`src/rtl/instr_fetch_ctrl.sv`:
```
// Instruction fetch controller: holds the PC, waits WAIT_CYCLES for memory, then hands the word
// to decode over valid/ready. Optional bounds checking is enabled by defining IFETCH_BOUNDS_EN.
module instr_fetch_ctrl #(
    parameter logic [31:0] RESET_PC    = 32'h0000_0000,
    parameter int unsigned WAIT_CYCLES = 4,
    parameter int unsigned MEM_WORDS   = 1024
) (
    input  logic        clk,
    input  logic        rst,
    output logic [31:0] mem_addr,
    input  logic [31:0] instruction,
    input  logic        redirect,
    input  logic [31:0] redirect_pc,
    input  logic        fetch_ready,
    output logic        fetch_valid,
    output logic [31:0] fetch_instr,
    output logic [31:0] fetch_pc,
    output logic        fetch_fault
);

    typedef enum logic [1:0] {StWait, StHold, StFault} state_e;

    localparam logic [7:0] CntLast = 8'(WAIT_CYCLES - 1);

    state_e      state_q, state_d;
    logic [7:0]  cnt_q, cnt_d;
    logic [31:0] pc_q, pc_d;
    logic        valid_q, valid_d;
    logic [31:0] instr_q, instr_d;
    logic [31:0] fpc_q, fpc_d;
    logic        enter_wait;

`ifdef IFETCH_BOUNDS_EN
    localparam logic [32:0] BoundLimit = 33'(MEM_WORDS) << 2;
    localparam logic        ResetOut   = ({1'b0, RESET_PC} >= BoundLimit);

    logic fault_q, fault_d;
`endif

    always_comb begin
        state_d    = state_q;
        cnt_d      = cnt_q;
        pc_d       = pc_q;
        valid_d    = valid_q;
        instr_d    = instr_q;
        fpc_d      = fpc_q;
        enter_wait = 1'b0;
`ifdef IFETCH_BOUNDS_EN
        fault_d    = fault_q;
`endif
        if (redirect) begin
            // Redirect wins over a simultaneous handshake; the held word is simply dropped.
            pc_d       = {redirect_pc[31:2], 2'b00};
            valid_d    = 1'b0;
            cnt_d      = 8'd0;
            enter_wait = 1'b1;
`ifdef IFETCH_BOUNDS_EN
            fault_d    = 1'b0;
`endif
        end else begin
            unique case (state_q)
                StWait: begin
                    cnt_d = cnt_q + 8'd1;
                    if (cnt_q == CntLast) begin
                        instr_d = instruction;
                        fpc_d   = pc_q;
                        valid_d = 1'b1;
                        state_d = StHold;
                    end
                end
                StHold: begin
                    if (fetch_ready) begin
                        pc_d       = pc_q + 32'd4;
                        valid_d    = 1'b0;
                        cnt_d      = 8'd0;
                        enter_wait = 1'b1;
                    end
                end
                StFault: ;
                default: state_d = StWait;
            endcase
        end

        if (enter_wait) begin
            state_d = StWait;
`ifdef IFETCH_BOUNDS_EN
            if ({1'b0, pc_d} >= BoundLimit) begin
                state_d = StFault;
                fault_d = 1'b1;
            end
`endif
        end
    end

    always_ff @(posedge clk) begin
        if (rst) begin
`ifdef IFETCH_BOUNDS_EN
            state_q <= ResetOut ? StFault : StWait;
            fault_q <= ResetOut;
`else
            state_q <= StWait;
`endif
            cnt_q   <= 8'd0;
            pc_q    <= RESET_PC;
            valid_q <= 1'b0;
            instr_q <= 32'd0;
            fpc_q   <= 32'd0;
        end else begin
            state_q <= state_d;
            cnt_q   <= cnt_d;
            pc_q    <= pc_d;
            valid_q <= valid_d;
            instr_q <= instr_d;
            fpc_q   <= fpc_d;
`ifdef IFETCH_BOUNDS_EN
            fault_q <= fault_d;
`endif
        end
    end

    assign mem_addr    = pc_q;
    assign fetch_valid = valid_q;
    assign fetch_instr = instr_q;
    assign fetch_pc    = fpc_q;
`ifdef IFETCH_BOUNDS_EN
    assign fetch_fault = fault_q;
`else
    assign fetch_fault = 1'b0;
`endif

endmodule
```
`config.mk`:
```
export PLATFORM = sky130hd
export DESIGN_NAME = instr_fetch_ctrl
export DESIGN_NICKNAME = d
export VERILOG_FILES = /design/src/rtl/instr_fetch_ctrl.sv
export SDC_FILE = /design/constraint.sdc
export NUM_CORES = 1
export LEC_CHECK = 0
export CORE_MARGIN = 4
export CORE_UTILIZATION = 44
export DETAILED_ROUTE_END_ITERATION = 10
export GPL_ROUTABILITY_DRIVEN = 1
export PLACE_DENSITY_LB_ADDON = 0.08
export SYNTH_ARGS = -nofsm -noshare
export SYNTH_HDL_FRONTEND = slang
export SYNTH_SLANG_ARGS = --single-unit
```
`constraint.sdc`:
```
create_clock -name clk -period 2.3 [get_ports clk]
set_input_delay 0.46 -clock clk [delete_from_list [all_inputs] [get_ports clk]]
set_output_delay 0.46 -clock clk [all_outputs]
set_load 0.02 [all_outputs]
```
After elaboration in Yosys (flattened, before gate mapping)
Cells that the tools add are included.
W data, S select, Z words.
{"block": "op_classes", "bitwise_logic": 2, "n_mux": 13, "n_div": 0, "mul": 0, "add_sub_neg": 2, "shift": 0, "order_cmp": 0, "eq_ne": 5, "reduce_logical": 13}
{"operator": "$mux W32", "count": 3}
{"operator": "$add A32 B3 Y32 const B", "count": 1}
{"operator": "$pmux W8 S2", "count": 1}
{"operator": "$reduce_and A3 Y1", "count": 3}
{"operator": "$add A8 B1 Y8 const B", "count": 1}
{"operator": "$eq A8 B2 Y1 const B", "count": 1}
{"operator": "$mux W8", "count": 1}
{"operator": "$reduce_and A2 Y1", "count": 3}
{"operator": "$reduce_bool A2 Y1", "count": 3}
{"operator": "$reduce_or A2 Y1", "count": 3}
{"operator": "$mux W1", "count": 5}
{"operator": "$ne A2 B2 Y1 const B", "count": 2}
{"operator": "$pmux W2 S2", "count": 1}
{"operator": "$eq A2 B1 Y1 const B", "count": 1}
{"operator": "$eq A2 B2 Y1 const B", "count": 1}
{"operator": "$logic_not A2 Y1", "count": 1}
{"operator": "$mux W2", "count": 1}
{"operator": "$not A1 Y1", "count": 2}
{"operator": "$pmux W1 S2", "count": 1}
{"block": "word_totals", "latchBits": 0, "mem_count": 0, "mem_bits_rw": 0, "input_bits": 68, "mem_bits_ro": 0, "out_inout_bits": 98, "reg_bits": 107}

Depth between registers and ports, before layout
Gate-level depths: netlist (run 1).
{"block": "depth", "word_depth": 4, "mapped_depth": 7, "mapped_depth_nobuf": 6}

Worst setup path after synthesis (run 1)
Ideal clock, no wire load.
{"block": "synth_path", "path_type": "reg-to-reg", "from": "register pc_q[2] (netlist: mem_addr[2])", "to": "register pc_q[22] (netlist: mem_addr[22])", "t_required_ps": 2214, "arrival_time_ps": 1803, "setup_time_ps": 86, "stages_incl_launch_ff": 7, "path_slack_ps": 411, "synth_period_minus_slack_ps": 1889, "path_cell_list": "dfxtp_1 > ha_1 > nand4_1 > nor4_2 > nand3_1 > xor2_1 > a211oi_1"}
{"block": "synth_via", "elab_chain_len": 4}
{"item": "start: declaration", "line": "27", "source": "logic [31:0] pc_q, pc_d;"}
{"item": "start signal: assignment", "line": "111", "source": "pc_q <= pc_d;"}
{"item": "$add A32 B3 Y32", "line": "73", "source": "pc_d = pc_q + 32'd4;"}
{"item": "$mux W32", "line": "72", "source": "if (fetch_ready) begin"}
{"item": "$mux W32", "line": "61", "source": "unique case (state_q)"}
{"item": "$mux W32", "line": "51", "source": "if (redirect) begin"}
No other way between the ends. The select of a mux whose other input is x is not followed.
A chain may end at the register's enable or synchronous reset.

Worst setup path in the final report (run 1)
{"block": "layout_path", "from": "register pc_q[2] (netlist: mem_addr[2])", "to": "register pc_q[18] (netlist: mem_addr[18])"}
Same word-level chain as after synthesis.

==> summary.md, run 1 <==
| Metric | Value |
|---|---|
| Status | `finished clean` |
| Minimum period implied by the final worst setup slack | `roughly 2.0 ns` |
| Transition time at the pin with the least slew margin | `about 0.53 ns` |
| Clock transition at the registers of the reported paths | `0.09 ns` |
| Number of enable-type register cells in the synthesized netlist | `0` |
| Tightest slew margin relative to the limit | `64.75%` |
| Placeable core region | `9328 µm²` |
| Post-Layout Cell Count | `824` |
| Mux cell area share after synthesis | `1.405%` |
| Initial antenna violation count | `0` |
| Part of the Yosys area used for sequential elements | `a little under half` |
| Avg Synthesized Cell Area | `7.959 µm²` |
| Worst slack at placement | `-0.005417 ns` |
| Hold_sp | `rst` |
| Areal power density over the cells | `555.2 nW/µm²` |
| Clock buffers created by TritonCTS | `9` |
| Unrepaired setup endpoints after global routing | `no` |
| Iteration-0 DRC Markers | `174` |
| Residual overflow from global routing | `0` |
| CTS sink count | `102` |
| Floorplan die area | `11360 µm²` |
| Final core utilization | `66.61%` |
| PnR Total Power | `3.450 mW` |
| Area growth from synthesis to final layout | `45.37%` |
| Class of the tightest hold or removal check | `input port to register` |
| Total standard cell area after synthesis | `roughly 4300 µm²` |
| TritonCTS clock tree | `yes` |
| Reg-to-reg slack, setup | `0.33 ns` |
| Category of the worst setup path launch point | `register` |
| Layout fillers | `799` |
| Power share of the sequential group | `53.8%` |
| Beginning of the worst register-to-register path | `mem_addr[2]` |
| Worst path required time | `2.56 ns` |
| Remaining number of nets flagged by the antenna check after routing | `0` |
| Top area cells in the synthesized netlist | `sky130_fd_sc_hd__dfxtp_1 (48%), sky130_fd_sc_hd__nand2_1 (14%), sky130_fd_sc_hd__a21oi_1 (8.4%), sky130_fd_sc_hd__xor2_1 (4.5%), sky130_fd_sc_hd__nor2_1 (2.9%)` |
| Ant. Diodes | `0` |
| Post-placement cell area | `5998 µm²` |
| Net Sw Frac | `23.95%` |
| Site row count | `35` |
| Count of mapped cells out of synthesis | `around 540` |
| Worst-path maximum fanout | `6` |
| Async set-reset flop share out of synthesis | `0%` |
| Number of warning messages in the yosys log | `0` |
| Htree depth | `3` |
| Layout cells sized above 1 | `5.899%` |
| Count of endpoints failing setup in the final report | `0` |
| Final hold slack | `0.3875 ns` |
| Via density per instance | `5.013` |
| Endpoint of the worst hold path | `mem_addr[3]` |
| Boundary Pins | `166` |
| Clk buf depth | `2` |
| Root cell of the clock tree | `sky130_fd_sc_hd__clkbuf_8` |
| Worst-case setup margin in the final layout | `0.3331 ns` |
| Compound-cell area share of the yosys netlist | `between 10% and 20%` |
| Xor and xnor fraction of the mapped netlist area | `6.148%` |
| Number of detailed-routing iterations run before antenna repair | `5` |
| Final setup TNS | `0 ns` |
| Most common cell in the synthesized netlist | `sky130_fd_sc_hd__nand2_1` |
| Max Cap Viol | `0` |
| Gpl congestion | `between 0.7 and 0.8` |
| Kind of capture point of the worst setup path | `register` |
| Leakage power | `2.176 nW` |
| Power share of the combinational group | `between 10% and 20%` |
| Number of gates given a new drive strength after cts | `0` |
| Max Clk Rate | `508.4 MHz` |
| Post-Route Skew | `0.009127 ns` |
| Final count of pins violating max slew | `0` |
| CP arrival | `2.23 ns` |
| Combinational family with the most area after synthesis | `simple AND/OR/NAND/NOR gates` |
| Post-synth top cells | `sky130_fd_sc_hd__nand2_1 (157), sky130_fd_sc_hd__dfxtp_1 (102), sky130_fd_sc_hd__a21oi_1 (72), sky130_fd_sc_hd__nor2_1 (33), sky130_fd_sc_hd__xor2_1 (22)` |
| Die Span X | `106.6 µm` |
| Adder and majority gate portion of the synthesized area | `0.5855%` |
| Post-route clock period utilization | `a little under nine tenths` |
| HPWL reported at the end of detailed placement | `8675 µm` |
| Pin count of the biggest net entering global routing | `50` |
| Largest area contributor in the synthesized netlist | `sky130_fd_sc_hd__dfxtp_1` |
| Simple-gate area share of the yosys netlist | `between 20% and 30%` |
| DRC violation count after routing | `0` |
| Hold Buf Count CTS | `0` |
| Vertical extent of the die | `106.6 µm` |
| Global-route wire length before repair | `around 19000 µm` |
| Total detailed-routing wirelength | `11760 µm` |
| Post-route cell area | `6213 µm²` |
| Number of placed instances with taps included | `roughly 800` |
| Overall global routing resource usage | `20.64%` |
| Register bit count reported by yosys | `slightly above 100` |
| Relative contribution of the clock network to total power | `35.4%` |
| Final hold violation count | `0` |
| Internal cell power | `2.624 mW` |
| Power dissipated by switching net loads | `826.3 µW` |
| Worst-case vdd ir drop | `0.0003711 V` |
| Synth cell types | `slightly above 40` |
| Most instantiated flip-flop cell in the synthesis netlist | `sky130_fd_sc_hd__dfxtp_1` |
| Proportion of netlist area held by the largest area contributor | `47.78%` |
| Vias in the first global route | `3977` |
| Vias after detailed routing | `4131` |
| Count of cells along the worst hold path | `2` |
| Initial Utilization | `45.82%` |
| Net total in the final layout | `760` |
| Wire per inst | `14.27 µm` |
| Reg2reg path depth | `7` |
| Destination of the worst register-to-register timing path | `mem_addr[18]` |
| Clock network latency to the later pin of the worst-skew pair | `0.36 ns` |
| Kind of critical path | `register to register` |
| Port Buf Inserts | `roughly 160` |
| Number of setup buffers added after CTS | `0` |
## sequential cells by signal, summed over array words and instances, names as in the netlist
register,count
cnt_q,8
mem_addr,30
state_q,1
fetch_instr,32
fetch_pc,30
fetch_valid,1
## final cells by class
type,count,area [µm²],area share (%)
Multi-Input combinational cell,396,2048,32.96
Inverter,4,15.01,0.2416
Clock buffer,11,131.4,2.114
Clock inverter,5,83.83,1.349
Sequential cell,102,2042,32.86
Timing Repair Buffer,177,1732,27.87
Tap cell,129,161.4,2.598
## routing by layer
layer  track usage [%]  vias to the layer above  share of wire [%]
met5                 0                        -                  0
met4             4.840                        0                1.1
met2             34.13                      109                 49
met1             27.29                     1928                 44
li1                  -                     2083                  -
met3             4.918                       11                5.6
## logic make-up after synthesis
kind of cell / count (synthesis)
DFF: 102
buffers and inverters: 43
xor gates and xnor gates: 30
AOI/OAI and AO/OA: 98
other: 1
muxes: 6
and+or+nand+nor: 255
adders and majority gates: 2
## worst max-delay path, stage by stage, from the launching register on
cell	delay (ns)
sky130_fd_sc_hd__dfxtp_1	0.45
sky130_fd_sc_hd__ha_1	0.23
sky130_fd_sc_hd__nand4_1	0.25
sky130_fd_sc_hd__nor4_2	0.32
sky130_fd_sc_hd__buf_4	0.18
sky130_fd_sc_hd__nand2_1	0.06
sky130_fd_sc_hd__xor2_1	0.14
sky130_fd_sc_hd__a211oi_1	0.25
## power by group through the flow
stage	logic [mW]	clock network (mW)	registers [mW]
6_report	0.373	1.22	1.86
5_1_grt	0.403	1.33	1.87
4_1_cts	0.376	1.25	1.86
3_5_place_dp	0.373	0	1.90
3_3_place_gp	0.369	0	1.90
2_1_floorplan	0.121	0	1.93
## layout by cell type (no fill, tap or decap), types with 3 or more instances in the layout
cell type / count
sky130_fd_sc_hd__inv_1: 4
sky130_fd_sc_hd__nand4_1: 15
sky130_fd_sc_hd__a21oi_1: 72
sky130_fd_sc_hd__and2_1: 3
sky130_fd_sc_hd__clkbuf_8: 9
sky130_fd_sc_hd__conb_1: 5
sky130_fd_sc_hd__o21ai_0: 7
sky130_fd_sc_hd__clkdlybuf4s50_1: 157
sky130_fd_sc_hd__nand3_1: 16
sky130_fd_sc_hd__xor2_1: 22
sky130_fd_sc_hd__nor3_1: 4
sky130_fd_sc_hd__mux2i_1: 6
sky130_fd_sc_hd__xnor2_1: 8
sky130_fd_sc_hd__nand2_1: 157
sky130_fd_sc_hd__dfxtp_1: 102
sky130_fd_sc_hd__nor4_1: 3
sky130_fd_sc_hd__nor2_1: 33
sky130_fd_sc_hd__a211oi_1: 9
sky130_fd_sc_hd__buf_4: 18
sky130_fd_sc_hd__and3_1: 8
## worst max-delay path by stage
stage	start	end	slack [ns]	cells after the start
5_1_grt	mem_addr[3]	mem_addr[22]	0.13	7
2_1_floorplan	mem_addr[2]	mem_addr[22]	0.41	6
3_5_place_dp	fetch_ready	mem_addr[18]	-0.005	7
3_3_place_gp	fetch_ready	mem_addr[22]	0.09	7
6_report	mem_addr[2]	mem_addr[18]	0.33	7
4_1_cts	mem_addr[2]	mem_addr[18]	0.30	7
Note: power is estimated with default switching activity, not from simulation.
==> inputs of run 2 (changes only) <==
SKIP_LAST_GASP = 1   (was not set)
clock period = 1.9 ns   (was 2.3 ns; I/O delays follow)
==> run 2 against run 1 <==
  * Sequential cell count is the same
  * Clock skew is 0.0068 ns higher
  * Total power grew 14%
  * Critical path type is now register to output pin
  * Highest routed layer unchanged
==> summary.md, run 2 (synthesized netlist as in run 1, its figures left out) <==
| Metric | Value |
|---|---|
| Die Span X | `106.6 µm` |
| Leading cell type in the layout, fill and taps excluded | `sky130_fd_sc_hd__nand2_1` |
| Gpl congestion | `about 0.79` |
| Clk buf depth | `2` |
| Worst-case vdd ir drop | `approximately 0.00034 V` |
| Minimum period implied by the final worst setup slack | `1.834 ns` |
| Areal power density over the cells | `619.0 nW/µm²` |
| Site row count | `35` |
| Count of endpoints failing setup in the final report | `0` |
| Destination of the worst register-to-register timing path | `mem_addr[16]` |
| Number of flip-flops in the largest register | `32` |
| Ant. Diodes | `0` |
| Max Cap Viol | `0` |
| Clock network latency to the later pin of the worst-skew pair | `0.37 ns` |
| Number of setup buffers added after CTS | `0` |
| Root cell of the clock tree | `sky130_fd_sc_hd__clkbuf_8` |
| Internal cell power | `2.925 mW` |
| Floorplan die area | `11360 µm²` |
| Worst path required time | `1.52 ns` |
| Leakage power | `2.397 nW` |
| Reg2reg path depth | `7` |
| Critical Path Start | `mem_addr[2]` |
| Vias in the first global route | `approximately 4100` |
| Critical Path Sink | `mem_addr[2]` |
| Initial antenna violation count | `0` |
| CTS sink count | `102` |
| Sequential cell area | `2043 µm²` |
| Remaining number of nets flagged by the antenna check after routing | `0` |
| Clock buffers created by TritonCTS | `9` |
| Power share of the sequential group | `between 50% and 60%` |
| Worst-path maximum fanout | `5` |
| Residual overflow from global routing | `0` |
| Boundary Pins | `166` |
| HPWL reported at the end of detailed placement | `approximately 9200 µm` |
| Clock transition at the registers of the reported paths | `about 0.10 ns` |
| Global-route wire length before repair | `19950 µm` |
| Area occupied by multi-input gates | `about 2000 µm²` |
| Layout fillers | `797` |
| Final count of pins violating max slew | `0` |
| Unrepaired setup endpoints after global routing | `no` |
| Category of the worst setup path launch point | `register` |
| Area growth from synthesis to final layout | `49.24%` |
| Total detailed-routing wirelength | `~12000 µm` |
| Beginning of the worst register-to-register path | `mem_addr[2]` |
| Net total in the final layout | `roughly 780` |
| Status | `finished clean` |
| Port Buf Inserts | `158` |
| Pin count of the biggest net entering global routing | `43` |
| Wire per inst | `14.40 µm` |
| Final core utilization | `68.38%` |
| Via density per instance | `4.980` |
| Worst slack at placement | `-0.2181 ns` |
| Power dissipated by switching net loads | `1.024 mW` |
| Kind of critical path | `register to output pin` |
| DRC violation count after routing | `0` |
| CP arrival | `1.45 ns` |
| Overall global routing resource usage | `21.59%` |
| Class of the tightest hold or removal check | `input port to register` |
| Kind of capture point of the worst setup path | `output pin` |
| Worst-case setup margin in the final layout | `around 0.066 ns` |
| Vias after detailed routing | `about 4200` |
| Post-route clock period utilization | `96.55%` |
| Post-Route Skew | `0.01593 ns` |
| Layout cells sized above 1 | `8.939%` |
| Vertical extent of the die | `106.6 µm` |
| Reg-to-reg slack, setup | `0.19 ns` |
| CP cell instances | `buf_4 -> clkdlybuf4s50_1` |
| Max incr delay on CP | `0.61 ns` |
| Power share of the combinational group | `12.5%` |
| Placeable core region | `around 9300 µm²` |
| Htree depth | `3` |
| Standard cell with the maximum stage delay on the critical path | `sky130_fd_sc_hd__clkdlybuf4s50_1` |
| Relative contribution of the clock network to total power | `between 30% and 40%` |
| Max Clk Rate | `545.1 MHz` |
| Initial Utilization | `45.82%` |
| TritonCTS clock tree | `yes` |
| Iteration-0 DRC Markers | `222` |
| Net Sw Frac | `25.93%` |
| Most used cells in the layout excluding fill and tap cells | `sky130_fd_sc_hd__nand2_1 (157), sky130_fd_sc_hd__clkdlybuf4s50_1 (146), sky130_fd_sc_hd__dfxtp_1 (101)` |
| Number of detailed-routing iterations run before antenna repair | `4` |
| Final hold violation count | `0` |
-- run 2: timing repair --
action | CTS | global route
hold buffers | 0 | 0
gates resized for setup | 5 | 7
pin swaps | 0 | 1
endpoints found under the setup margin | 5 | 8
-- run 2: power by group through the flow --
stage          clock [mW]  sequential (mW)  combinational, mW
6_report             1.22             2.23              0.495
4_1_cts              1.25             2.23              0.500
2_1_floorplan           0             2.34              0.147
3_5_place_dp            0             2.28              0.501
3_3_place_gp            0             2.28              0.494
5_1_grt              1.32             2.24              0.536
-- run 2: metal layers --
metal | vias to the layer above | GRT usage [%] | routed length, µm | share of wire (%)
li1 | 2132 | - | - | -
met1 | 1956 | 27.38 | 5176 | 43
met2 | 108 | 36.51 | 6102 | 50
met3 | 12 | 4.918 | 737 | 6.1
met4 | 0 | 6.575 | 153 | 1.3
met5 | - | 0 | 0 | 0
-- run 2: how the worst min path moves through the flow --
| stage | from | end | slack [ns] | cells after the start |
|---|---|---|---|---|
| 2_1_floorplan | cnt_q[1] | cnt_q[1] | 0.48 | 2 |
| 3_3_place_gp | fetch_instr[4] | fetch_instr[4] | 0.44 | 2 |
| 3_5_place_dp | fetch_pc[20] | fetch_pc[20] | 0.45 | 2 |
| 4_1_cts | rst | fetch_pc[20] | 0.43 | 3 |
| 5_1_grt | rst | fetch_pc[22] | 0.47 | 3 |
| 6_report | rst | fetch_pc[20] | 0.45 | 3 |
-- run 2: cell type report --
class	instances	share of cell area (%)
timing repair buffer	199	30.52
multi-input combinational	396	32.11
clock buffer	10	2.001
sequential	102	32.03
inverter	4	0.2354
tap	129	2.530
clock inverter	5	0.5689
-- run 2: stage by stage --
step,total power [mW],hold WS (ns),TNS [ns],instances,cell area [µm²]
floorplan,2.484,0.4769,0,541,4289
global placement,2.775,0.4416,-1.241,830,6201
detailed placement,2.785,0.4466,-2.244,830,6201
CTS,3.986,0.4304,0,845,6361
global route,4.096,0.4705,0,845,6379
finish,3.949,0.4538,0,845,6379
-- run 2: critical path: cells and delay by family (launching register included) --
kind	cells	cell delay, ns
buffers and inverters	2	0.76
DFF	1	0.34
==> inputs of run 3 (changes only) <==
PLACE_DENSITY_LB_ADDON = 0.05   (was 0.08)
==> run 3 against run 2 <==
  * Worst setup slack worse by 0.014 ns
  * Sequential power about the same
  * Hold slack lost 0.11 ns
  * Die area unchanged
  * Routed wire length increased by 1.4%
  * Clock skew decreased by 0.0033 ns
  * Sequential share of layout area about the same
  * Final area increased by 0.14%
  * Clock power about the same
  * Non-clock buffer count decreased by 1
  * Global-route usage is 0.15 points lower
==> summary.md, run 3 (synthesized netlist as in run 1, its figures left out) <==
| Metric | Value |
|---|---|
| Status | `finished clean` |
| Post-placement cell area | `6206 µm²` |
| Number of flip-flops in the largest register | `32` |
| Worst path required time | `1.52 ns` |
| Number of setup buffers added after CTS | `0` |
| Final core utilization | `roughly two thirds` |
| Placeable core region | `approximately 9300 µm²` |
| Area growth from synthesis to final layout | `49.44%` |
| Iteration-0 DRC Markers | `about 170` |
| Final hold violation count | `0` |
| Pin count of the biggest net entering global routing | `50` |
| Category of the worst setup path launch point | `register` |
| PnR Total Power | `between 3 and 4 mW` |
| Leakage power | `2.377 nW` |
| Clock network latency to the later pin of the worst-skew pair | `0.36 ns` |
| Post-Route Skew | `0.01265 ns` |
| Kind of critical path | `register to output pin` |
| Count of endpoints failing setup in the final report | `0` |
| CTS sink count | `102` |
| Critical Path Start | `mem_addr[6]` |
| Minimum period implied by the final worst setup slack | `between 1.5 and 2 ns` |
| Remaining number of nets flagged by the antenna check after routing | `0` |
| Layout cells sized above 1 | `8.799%` |
| Clk buf depth | `2` |
| Leading cell type in the layout, fill and taps excluded | `sky130_fd_sc_hd__nand2_1` |
| TritonCTS clock tree | `yes` |
| Clock buffers created by TritonCTS | `9` |
| HPWL reported at the end of detailed placement | `9239 µm` |
| Floorplan die area | `approximately 11000 µm²` |
| Post-route cell area | `~6400 µm²` |
| Gpl congestion | `0.8117` |
| Areal power density over the cells | `618.8 nW/µm²` |
| Port Buf Inserts | `roughly 160` |
| Worst-path maximum fanout | `4` |
| Worst slack at placement | `-0.2094 ns` |
| Initial Utilization | `between 40% and 50%` |
| Final hold slack | `0.3477 ns` |
| Site row count | `35` |
| Overall global routing resource usage | `21.44%` |
| Worst-case setup margin in the final layout | `0.05189 ns` |
| Htree depth | `3` |
| Global-route wire length before repair | `19790 µm` |
| DRC violation count after routing | `0` |
| Root cell of the clock tree | `sky130_fd_sc_hd__clkbuf_8` |
| Unrepaired setup endpoints after global routing | `no` |
| Via density per instance | `5.028` |
| Total detailed-routing wirelength | `~12000 µm` |
| Vias in the first global route | `4136` |
| Post-route clock period utilization | `97.27%` |
| Destination of the worst register-to-register timing path | `mem_addr[22]` |
| Wire per inst | `14.61 µm` |
| Net total in the final layout | `781` |
| Kind of capture point of the worst setup path | `output pin` |
| Vertical extent of the die | `106.6 µm` |
| Most used cells in the layout excluding fill and tap cells | `sky130_fd_sc_hd__nand2_1 (157), sky130_fd_sc_hd__clkdlybuf4s50_1 (149), sky130_fd_sc_hd__dfxtp_1 (101)` |
| CP arrival | `1.47 ns` |
| Class of the tightest hold or removal check | `input port to register` |
| Clock transition at the registers of the reported paths | `about 0.09 ns` |
| Residual overflow from global routing | `0` |
| Ant. Diodes | `0` |
| Initial antenna violation count | `0` |
| Reg-to-reg slack, setup | `roughly 0.18 ns` |
| Max Clk Rate | `541.1 MHz` |
| Number of detailed-routing iterations run before antenna repair | `4` |
| Beginning of the worst register-to-register path | `mem_addr[3]` |
| Critical Path Sink | `mem_addr[6]` |
| Max Cap Viol | `0` |
| Die Span X | `roughly 110 µm` |
| Final count of pins violating max slew | `0` |
| Vias after detailed routing | `4249` |
| Reg2reg path depth | `7` |
| Worst-case vdd ir drop | `0.0003352 V` |
| Boundary Pins | `166` |
run 3: cell types whose count changed in the layout (fill, tap and decap cells not counted), sizes merged:
| cell | delta |
|---|---|
| dlygate4sd2 | -2 |
| dlymetal6s2s | -1 |
| clkdlybuf4s50 | +3 |
| clkbuf | +1 |
| buf | -1 |
| clkinv | +1 |
| inv | -1 |
run 3: worst min-delay path by stage:
| stage | cells past startpoint | start | slack, ns | to |
|---|---|---|---|---|
| after global placement | 2 | fetch_instr[2] | 0.44 | fetch_instr[2] |
| final | 2 | rst | 0.35 | mem_addr[4] |
| after CTS | 2 | rst | 0.34 | mem_addr[4] |
| after floorplan | 2 | cnt_q[1] | 0.48 | cnt_q[1] |
| after global routing | 2 | rst | 0.36 | mem_addr[23] |
| after detailed placement | 2 | fetch_instr[22] | 0.45 | fetch_instr[22] |
run 3: per-stage QoR:
stage,setup TNS (ns),std cells
5_1_grt,0,845
3_3_place_gp,-1.147,829
3_5_place_dp,-2.257,829
4_1_cts,0,845
2_1_floorplan,0,541
6_report,0,845
run 3: critical path: stages, from the launching register on:
cell                              delay, ns
sky130_fd_sc_hd__dfxtp_1               0.37
sky130_fd_sc_hd__buf_4                 0.14
sky130_fd_sc_hd__clkdlybuf4s50_1       0.61
run 3: area by class of cell:
type	instances	area, µm²
multi-input cells	396	2048
flip-flops and latches	102	2043
fillers	829	2940
clock inverters	5	36.28
repair buffers	198	1952
clock buffers	11	131.4
well taps	129	161.4
inverters	4	15.01
run 3: metal layers:
metal | vias up | wire length (µm) | GRT usage, %
met5 | - | 0 | 0
met4 | 0 | 195 | 8.676
met3 | 18 | 813 | 4.311
met2 | 126 | 6076 | 36.24
met1 | 1973 | 5259 | 26.68
li1 | 2132 | - | -
run 3: report_power, final:
group	total, mW	internal, mW	switching, mW
combinational	0.498	0.271	0.227
sequential	2.24	2.18	0.0526
clock	1.22	0.478	0.741
total	3.95	2.93	1.02
run 3: timing repair:
action,4_1_cts,5_1_grt
hold buffers,0,0
setup endpoints to repair,2,7
pin swaps,0,0
resized for setup,2,7
